**config.mk**
```make
export PLATFORM = sky130hd
export DESIGN_NAME = snake_move_scheduler
export DESIGN_NICKNAME = d
export VERILOG_FILES = /design/src/rtl/snake_move_scheduler.sv
export SDC_FILE = /design/constraint.sdc
export NUM_CORES = 1
export LEC_CHECK = 0
export CELL_PAD_IN_SITES_DETAIL_PLACEMENT = 1
export CELL_PAD_IN_SITES_GLOBAL_PLACEMENT = 1
export CORE_MARGIN = 2
export CORE_UTILIZATION = 30
export CTS_CLUSTER_DIAMETER = 60
export DETAILED_ROUTE_END_ITERATION = 10
export DONT_BUFFER_PORTS = 1
export PLACE_DENSITY = 0.61
export SLEW_MARGIN = 20
export SYNTH_ARGS = -nofsm -noshare
export SYNTH_HDL_FRONTEND = slang
export SYNTH_SLANG_ARGS = --single-unit
```
**constraint.sdc**
```tcl
create_clock -name CLOCK -period 5.2 [get_ports CLOCK]
set_input_delay 0.26 -clock CLOCK [delete_from_list [all_inputs] [get_ports CLOCK]]
set_output_delay 0.26 -clock CLOCK [all_outputs]
set_load 0.1 [all_outputs]
```
**src/rtl/snake_move_scheduler.sv**
```systemverilog
// Snake game move scheduler: divides the clock into move ticks, latches the player's
// direction, runs the move request/ack handshake with the datapath and keeps score.
module snake_move_scheduler #(
  parameter int TICK_DIV  = 25000000,
  parameter int WIN_SCORE = 10
) (
  input  logic       CLOCK,
  input  logic       RESET,
  input  logic [1:0] STATE_IN,
  input  logic [3:0] PUSH_BUTTONS,
  input  logic       MOVE_ACK,
  input  logic       ATE_FOOD,
  input  logic       COLLISION,
  output logic       MOVE_REQ,
  output logic [1:0] DIRECTION,
  output logic [3:0] SCORE_OUT,
  output logic       GAME_OVER
);

  localparam int                CNT_W     = $clog2(TICK_DIV);
  localparam logic [CNT_W-1:0]  TICK_LAST = CNT_W'(TICK_DIV - 1);
  localparam logic [3:0]        WIN       = 4'(WIN_SCORE);
  localparam logic [1:0]        DIR_RIGHT = 2'b01;

  typedef enum logic [1:0] {
    S_WAIT    = 2'b00,
    S_REQUEST = 2'b01,
    S_HALT    = 2'b10
  } state_t;

  state_t           state, state_next;
  logic [CNT_W-1:0] prescaler, prescaler_next;
  logic [1:0]       pending, pending_next;
  logic             move_req_next;
  logic [1:0]       direction_next;
  logic [3:0]       score_next;
  logic             game_over_next;

  logic       play, idle, run, tick;
  logic       btn_valid, cand_ok;
  logic [1:0] cand;

  assign play = (STATE_IN == 2'b01);
  assign idle = (STATE_IN == 2'b00);
  assign run  = play && (state != S_HALT);
  assign tick = run && (prescaler == TICK_LAST);

  // Button index maps directly onto the direction code: up 00, right 01, down 10, left 11.
  assign btn_valid = $onehot(PUSH_BUTTONS);
  assign cand      = {PUSH_BUTTONS[2] | PUSH_BUTTONS[3], PUSH_BUTTONS[1] | PUSH_BUTTONS[3]};
  // The opposite direction differs only in the top bit of the code.
  assign cand_ok   = btn_valid && (cand != (DIRECTION ^ 2'b10));

  // State register together with every registered output.
  always_ff @(posedge CLOCK) begin
    // NOTE: sequential state uses non-blocking assignments so every register samples
    // the pre-edge values; reset is synchronous, so it lives inside the clocked branch.
    if (RESET) begin
      state     <= S_WAIT;
      prescaler <= '0;
      pending   <= DIR_RIGHT;
      MOVE_REQ  <= 1'b0;
      DIRECTION <= DIR_RIGHT;
      SCORE_OUT <= 4'd0;
      GAME_OVER <= 1'b0;
    end else begin
      state     <= state_next;
      prescaler <= prescaler_next;
      pending   <= pending_next;
      MOVE_REQ  <= move_req_next;
      DIRECTION <= direction_next;
      SCORE_OUT <= score_next;
      GAME_OVER <= game_over_next;
    end
  end

  // Next-state logic.
  always_comb begin
    // NOTE: a default on entry to every combinational block keeps synthesis from
    // inferring latches on paths that do not assign.
    state_next = state;
    unique case (state)
      S_WAIT:    if (!idle && tick) state_next = S_REQUEST;
      S_REQUEST: if (MOVE_ACK)      state_next = COLLISION ? S_HALT : S_WAIT;
      S_HALT:    if (idle)          state_next = S_WAIT;
      default:                      state_next = S_WAIT;
    endcase
  end

  // Next values of the registered outputs, prescaler and pending direction.
  always_comb begin
    move_req_next  = MOVE_REQ;
    direction_next = DIRECTION;
    score_next     = SCORE_OUT;
    game_over_next = GAME_OVER;
    pending_next   = cand_ok ? cand : pending;
    prescaler_next = '0;
    if (run) prescaler_next = tick ? '0 : prescaler + CNT_W'(1);

    unique case (state)
      S_WAIT, S_HALT: begin
        if (idle) begin
          score_next     = 4'd0;
          game_over_next = 1'b0;
          direction_next = DIR_RIGHT;
          pending_next   = DIR_RIGHT;
        end else if (state == S_WAIT && tick) begin
          direction_next = pending;
          move_req_next  = 1'b1;
        end
      end
      S_REQUEST: begin
        // The handshake always completes, whatever STATE_IN does meanwhile.
        if (MOVE_ACK) begin
          move_req_next = 1'b0;
          if (COLLISION)                       game_over_next = 1'b1;
          else if (ATE_FOOD && SCORE_OUT < WIN) score_next    = SCORE_OUT + 4'd1;
        end
      end
      default: move_req_next = 1'b0;
    endcase
  end

endmodule

```
==> results of run 1 <==
metrics by stage:
step | cell area (um^2) | hold WS (ps) | utilization | worst slack, ps | total power, mW
finish | 2050 | 26.6 | 0.341 | 2850 | 0.565
floorplan | 1870 | 418 | - | 3040 | 0.306
detailed placement | 1930 | 334 | 0.321 | 2860 | 0.308
CTS | 2050 | 17.4 | 0.341 | 2830 | 0.574
global route | 2050 | 11.4 | 0.341 | 2620 | 0.587
global placement | 1930 | 332 | 0.321 | 2950 | 0.308
flip-flops by register name (all words and copies together), names as in the netlist:
| register | cells |
|---|---|
| SCORE_OUT | 4 |
| prescaler | 25 |
| DIRECTION | 2 |
| state | 2 |
| MOVE_REQ | 1 |
| pending | 2 |
| GAME_OVER | 1 |
worst reg2reg max path: stages, from the launching register on:
cell and delay [ps]:
dfxtp_1 410, ha_1 270, inv_1 110, nor4_1 390, and2_1 850, nor3_1 160
metal layers:
layer	share of wire	GRT usage	vias up
li1	-	-	796
met1	0.51	0.174	772
met2	0.45	0.205	20
met3	0.034	0.0338	6
met4	0.011	0.0313	0
met5	0	0	-
path summary, 6_finish.rpt:
kind                                   start      endpoint  slack [ps]  cells past startpoint
worst max-delay path            prescaler[1]  prescaler[2]        2850                      5
worst min-delay path                   RESET  SCORE_OUT[0]          30                      1
worst max register to register  prescaler[1]  prescaler[2]        2850                      5
worst min register to register    pending[1]  DIRECTION[1]         490                      2
area by class of cell:
cell class / count / area (um^2) / area share
clock buffers: 6 / 82.6 / 0.0404
clock inverters: 2 / 37.5 / 0.0183
inverters: 12 / 45.0 / 0.0220
well taps: 75 / 93.8 / 0.0459
flip-flops and latches: 37 / 741 / 0.362
multi-input cells: 158 / 1050 / 0.511
report_power, final:
part           total [mW]  internal (mW)  switching (mW)
logic              0.0162        0.00661         0.00955
clock network       0.264          0.156           0.108
registers           0.285          0.284        0.000858
kinds of logic after synthesis:
group | count (synthesis) | synth area share
simple gates | 94 | 0.296
compound gates | 45 | 0.158
flops | 37 | 0.395
buf+inv | 22 | 0.0461
xor+xnor | 11 | 0.0514
fa+ha+maj | 5 | 0.0374
mux | 3 | 0.0160
cell usage in the layout, fill, tap and decap left out, types with 7 or more instances in the layout:
master	n
inv_1	12
a21oi_1	7
nand2_1	14
or3_1	10
a211oi_1	14
nor3_1	16
dfxtp_1	37
o21ai_0	12
nor2_1	9
xnor2_1	7
nand3_1	9
==> run metrics, run 1 <==
Clk Latency, worst-skew pair approximately 290 ps; gp weighted congestion 0.766; syn nets around 230; top_reg_cell synth dfxtp_1; Fin. Hold Viols 0; H-tree Lvls 2; number of max-cap violations 0; CP required between 5000 and 6000 ps; power density cells approximately 280 nW/um^2; Cell Count, Final, Fillers Out slightly below 300; CTS buffer count 5; Post-CTS Setup Bufs 0; CTS resizes 0; CP peak stage delay between 800 and 900 ps; Buffers & Inverters on Critical Path 1; ANT cells 0; floorplan core area roughly 6000 um^2; synth cell count leaders 37 x dfxtp_1, 16 x nor3_1, 14 x a211oi_1, 14 x nand2_1; synthesis warning total 0; largest net degree at the start of global routing 26; ANT nets after route 0; drt initial violations 54; initial antenna violation count 0; CTS Hold Bufs 0; CTS tree built; synthesized flop and latch total 37; routed vias ~1.6k; sequential area share after synthesis 0.395; Hold Path Class in -> reg; Remaining DRCs 0; area delta synth->final 9.22%; skew final 7.49 ps; RSZ-0062 raised after global routing false; Worst slew margin 0.273; placed cells around 280; first-pass GRT wire length 7550 um; Cell variety after synth 40; # rows 28; Max Clk Rate roughly 430 MHz; clock transition at the registers of the reported paths ~80 ps; Setup violations, final 0; Avg WL per Cell about 15 um; Max IR drop VDD approximately 0.00016 V; maximum root-to-sink buffer count 2; global route overflow 0; # IOs 19; wirelength, routed 4260 um; Tcrit/Tclk final 0.451; synthesized cell area around 1900 um^2; Crit. End Element register; area leader, netlist dfxtp_1; layout cells sized above 1 0.0605; Final HPWL DP roughly 3000 um; initial core utilization 0.313; kind of critical path reg -> reg; crit path DAT approximately 2500 ps; fillers approximately 720; IO Port Bufs 0; vias in the first global route about 1.6k; Leakage 0.618 nW; Mapped Cells 217; crit path max fanout 25; Fin Setup TNS 0 ps; vias per cell 5.50; synth top area cells dfxtp_1 40%, a211oi_1 5.6%, nor3_1 4.3%; Sinks on Clock Net 37; Final nets 230; delay-heaviest family, CP simple AND/OR/NAND/NOR gates; Pre-antenna DRT Iters 4; syn avg cell area between 8 and 9 um^2; root buffer cell clkbuf_8; gr usage total 0.129; Die ar. between 6000 and 7000 um^2; top-area cell type share of the netlist area 0.395; Slew @ Worst Pin 1090 ps; Cell Chain, Critical Path ha_1, inv_1, nor4_1, and2_1, nor3_1; die extent in x 83.0 um; min Tclk post-route approximately 2300 ps; status finished clean; Post-synth ARST share 0; max-slew violations 0; CP max stage cell and2_1; count leader, synth dfxtp_1; CP Launch Type register; Post-synth EDFFs 0; Die Ht between 80 and 90 um
Power figures use the tool's default switching activity.
==> run 2, diff against run 1 <==
Clock period 5.2 ns to 2.25 ns, I/O delays scaled along.
==> run metrics, run 2 (synthesis results as in run 1) <==
status finished clean (unchanged); ANT cells 0 (unchanged); Worst slew margin 0.380 (was 0.273); Setup violations, final 0 (unchanged); ANT nets after route 0 (unchanged); floorplan core area 5990 um^2 (unchanged); largest registers prescaler: 25 flops, SCORE_OUT: 4 flops (unchanged); Largest register FFs 25 (unchanged); Fin Setup TNS 0 ps (unchanged); CTS buffer count 5 (unchanged); worst setup path end prescaler[24] (was prescaler[2]); vias in the first global route 1559 (was 1620); Die ar. 6890 um^2 (unchanged); number of max-cap violations 0 (unchanged); routed vias 1621 (was 1594); power density cells 598 nW/um^2 (was 276 nW/um^2); Final HPWL DP 3040 um (was 2960 um); vias per cell 5.26 (was 5.50); CTS resizes 0 (unchanged); Max Clk Rate 485 MHz (was 426 MHz); Hold Path Class in -> reg (unchanged); die extent in x 83.0 um (unchanged); FF/Latch Area 741 um^2 (unchanged); critical path launch point prescaler[0] (was prescaler[1]); Pre-antenna DRT Iters 4 (unchanged); Crit. End Element register (unchanged); Sinks on Clock Net 37 (unchanged); CP Launch Type register (unchanged); Cell Count, Final, Fillers Out 308 (was 290); Avg WL per Cell 14.1 um (was 14.7 um); CP required 2450 ps (was 5330 ps); depth of the most critical reg-to-reg path 5 (unchanged); most common cell after layout, fill and taps aside dfxtp_1 (unchanged); Tcrit/Tclk final 0.916 (was 0.451); Cell Chain, Critical Path ha_1, inv_1, or4_4, or4_1, a211oi_1 (was ha_1, inv_1, nor4_1, and2_1, nor3_1); drt initial violations 35 (was 54); CP peak stage delay 610 ps (was 850 ps); placed cells 297 (was 282); min Tclk post-route 2060 ps (was 2350 ps); Remaining DRCs 0 (unchanged); root buffer cell clkbuf_8 (unchanged); Die Ht 83.0 um (unchanged); final hold slack 7.96 ps (was 26.6 ps); gp weighted congestion 0.736 (was 0.766); Max IR drop VDD 0.000270 V (was 0.000164 V); CP max stage cell or4_4 (was and2_1); CTS Hold Bufs 3 (was 0); crit path max fanout 14 (was 25); Slew @ Worst Pin 930 ps (was 1090 ps); first-pass GRT wire length 7450 um (was 7550 um); most frequent cells in the layout 37 x dfxtp_1, 16 x nor3_1, 15 x buf_4, 14 x nand2_1, 14 x a211oi_1 (was 37 x dfxtp_1, 16 x nor3_1, 14 x nand2_1, 14 x a211oi_1); largest register by flop count prescaler (unchanged); kind of critical path reg -> reg (unchanged); origin of the critical flop-to-flop path prescaler[0] (was prescaler[1]); max-slew violations 0 (unchanged); # rows 28 (unchanged); largest net degree at the start of global routing 26 (unchanged); crit path DAT 2260 ps (was 2470 ps); Critical Path Stages 5 (unchanged); H-tree Lvls 2 (unchanged); area delta synth->final 16.6% (was 9.22%); FF-to-FF setup slack 190 ps (was 2850 ps); clock transition at the registers of the reported paths 80 ps (about the same); r2r endpoint prescaler[24] (was prescaler[2]); # IOs 19 (unchanged); layout cells sized above 1 0.116 (was 0.0605); CTS tree built (unchanged); Post-CTS Setup Bufs 0 (unchanged); fillers 711 (was 718); Buffers & Inverters on Critical Path 1 (unchanged); initial core utilization 0.313 (unchanged); wirelength, routed 4350 um (was 4260 um); final core occ 0.365 (was 0.341); Clk Latency, worst-skew pair 290 ps (about the same); delay-heaviest family, CP simple AND/OR/NAND/NOR gates (unchanged); global route overflow 0 (unchanged); gr usage total 0.131 (was 0.129); maximum root-to-sink buffer count 2 (unchanged); initial antenna violation count 0 (unchanged); RSZ-0062 raised after global routing false (unchanged); Fin. Hold Viols 0 (unchanged); area occupied by multi-input gates 1050 um^2 (unchanged); skew final 7.36 ps (was 7.49 ps); Leakage 0.709 nW (was 0.618 nW); IO Port Bufs 0 (unchanged); Power Total 1.31 mW (was 0.565 mW); Final nets 248 (was 230)
==> run 2: cell count changes in the layout (fill, tap and decap cells not counted) <==
cell and change:
buf_4 +15, clkbuf_1 +1, clkinvlp_4 -1, dlygate4sd3_1 +3
==> run 2: final cells by class <==
cell class | count | area share
Sequential cell | 37 | 0.339
Inverter | 12 | 0.0206
Clock inverter | 1 | 0.0137
Multi-Input combinational cell | 158 | 0.479
Clock buffer | 7 | 0.0395
Tap cell | 75 | 0.0430
Timing Repair Buffer | 18 | 0.0653
==> run 2: how the worst min path moves through the flow <==
| stage | slack [ps] | endpoint | cells after the start | from |
|---|---|---|---|---|
| 4_1_cts | 0.5 | pending[0] | 2 | PUSH_BUTTONS[1] |
| 3_3_place_gp | 190 | SCORE_OUT[1] | 1 | RESET |
| 3_5_place_dp | 190 | SCORE_OUT[0] | 1 | RESET |
| 2_1_floorplan | 270 | state[1] | 2 | COLLISION |
| 5_1_grt | 20 | pending[0] | 2 | PUSH_BUTTONS[1] |
| 6_report | 8 | pending[0] | 2 | PUSH_BUTTONS[1] |
==> run 2: per-layer routing <==
| metal | vias to the layer above | GRT usage | wire, um |
|---|---|---|---|
| met5 | - | 0 | 0 |
| met4 | 0 | 0.0313 | 38 |
| met3 | 4 | 0.0447 | 152 |
| met2 | 20 | 0.210 | 2010 |
| met1 | 765 | 0.169 | 2150 |
| li1 | 832 | - | - |
==> run 2: through the flow <==
| step | area, um^2 | setup slack [ps] |
|---|---|---|
| after floorplan | 1870 | 233 |
| after global placement | 2040 | 197 |
| after detailed placement | 2040 | 161 |
| after CTS | 2180 | 174 |
| after global routing | 2180 | 58.7 |
| final | 2180 | 189 |
==> run 2: power breakdown <==
group | leakage [nW] | internal [mW] | switching, mW | total (mW)
logic | 0.353 | 0.0193 | 0.0263 | 0.0456
registers | 0.298 | 0.657 | 0.00182 | 0.658
clock network | 0.0585 | 0.362 | 0.240 | 0.602
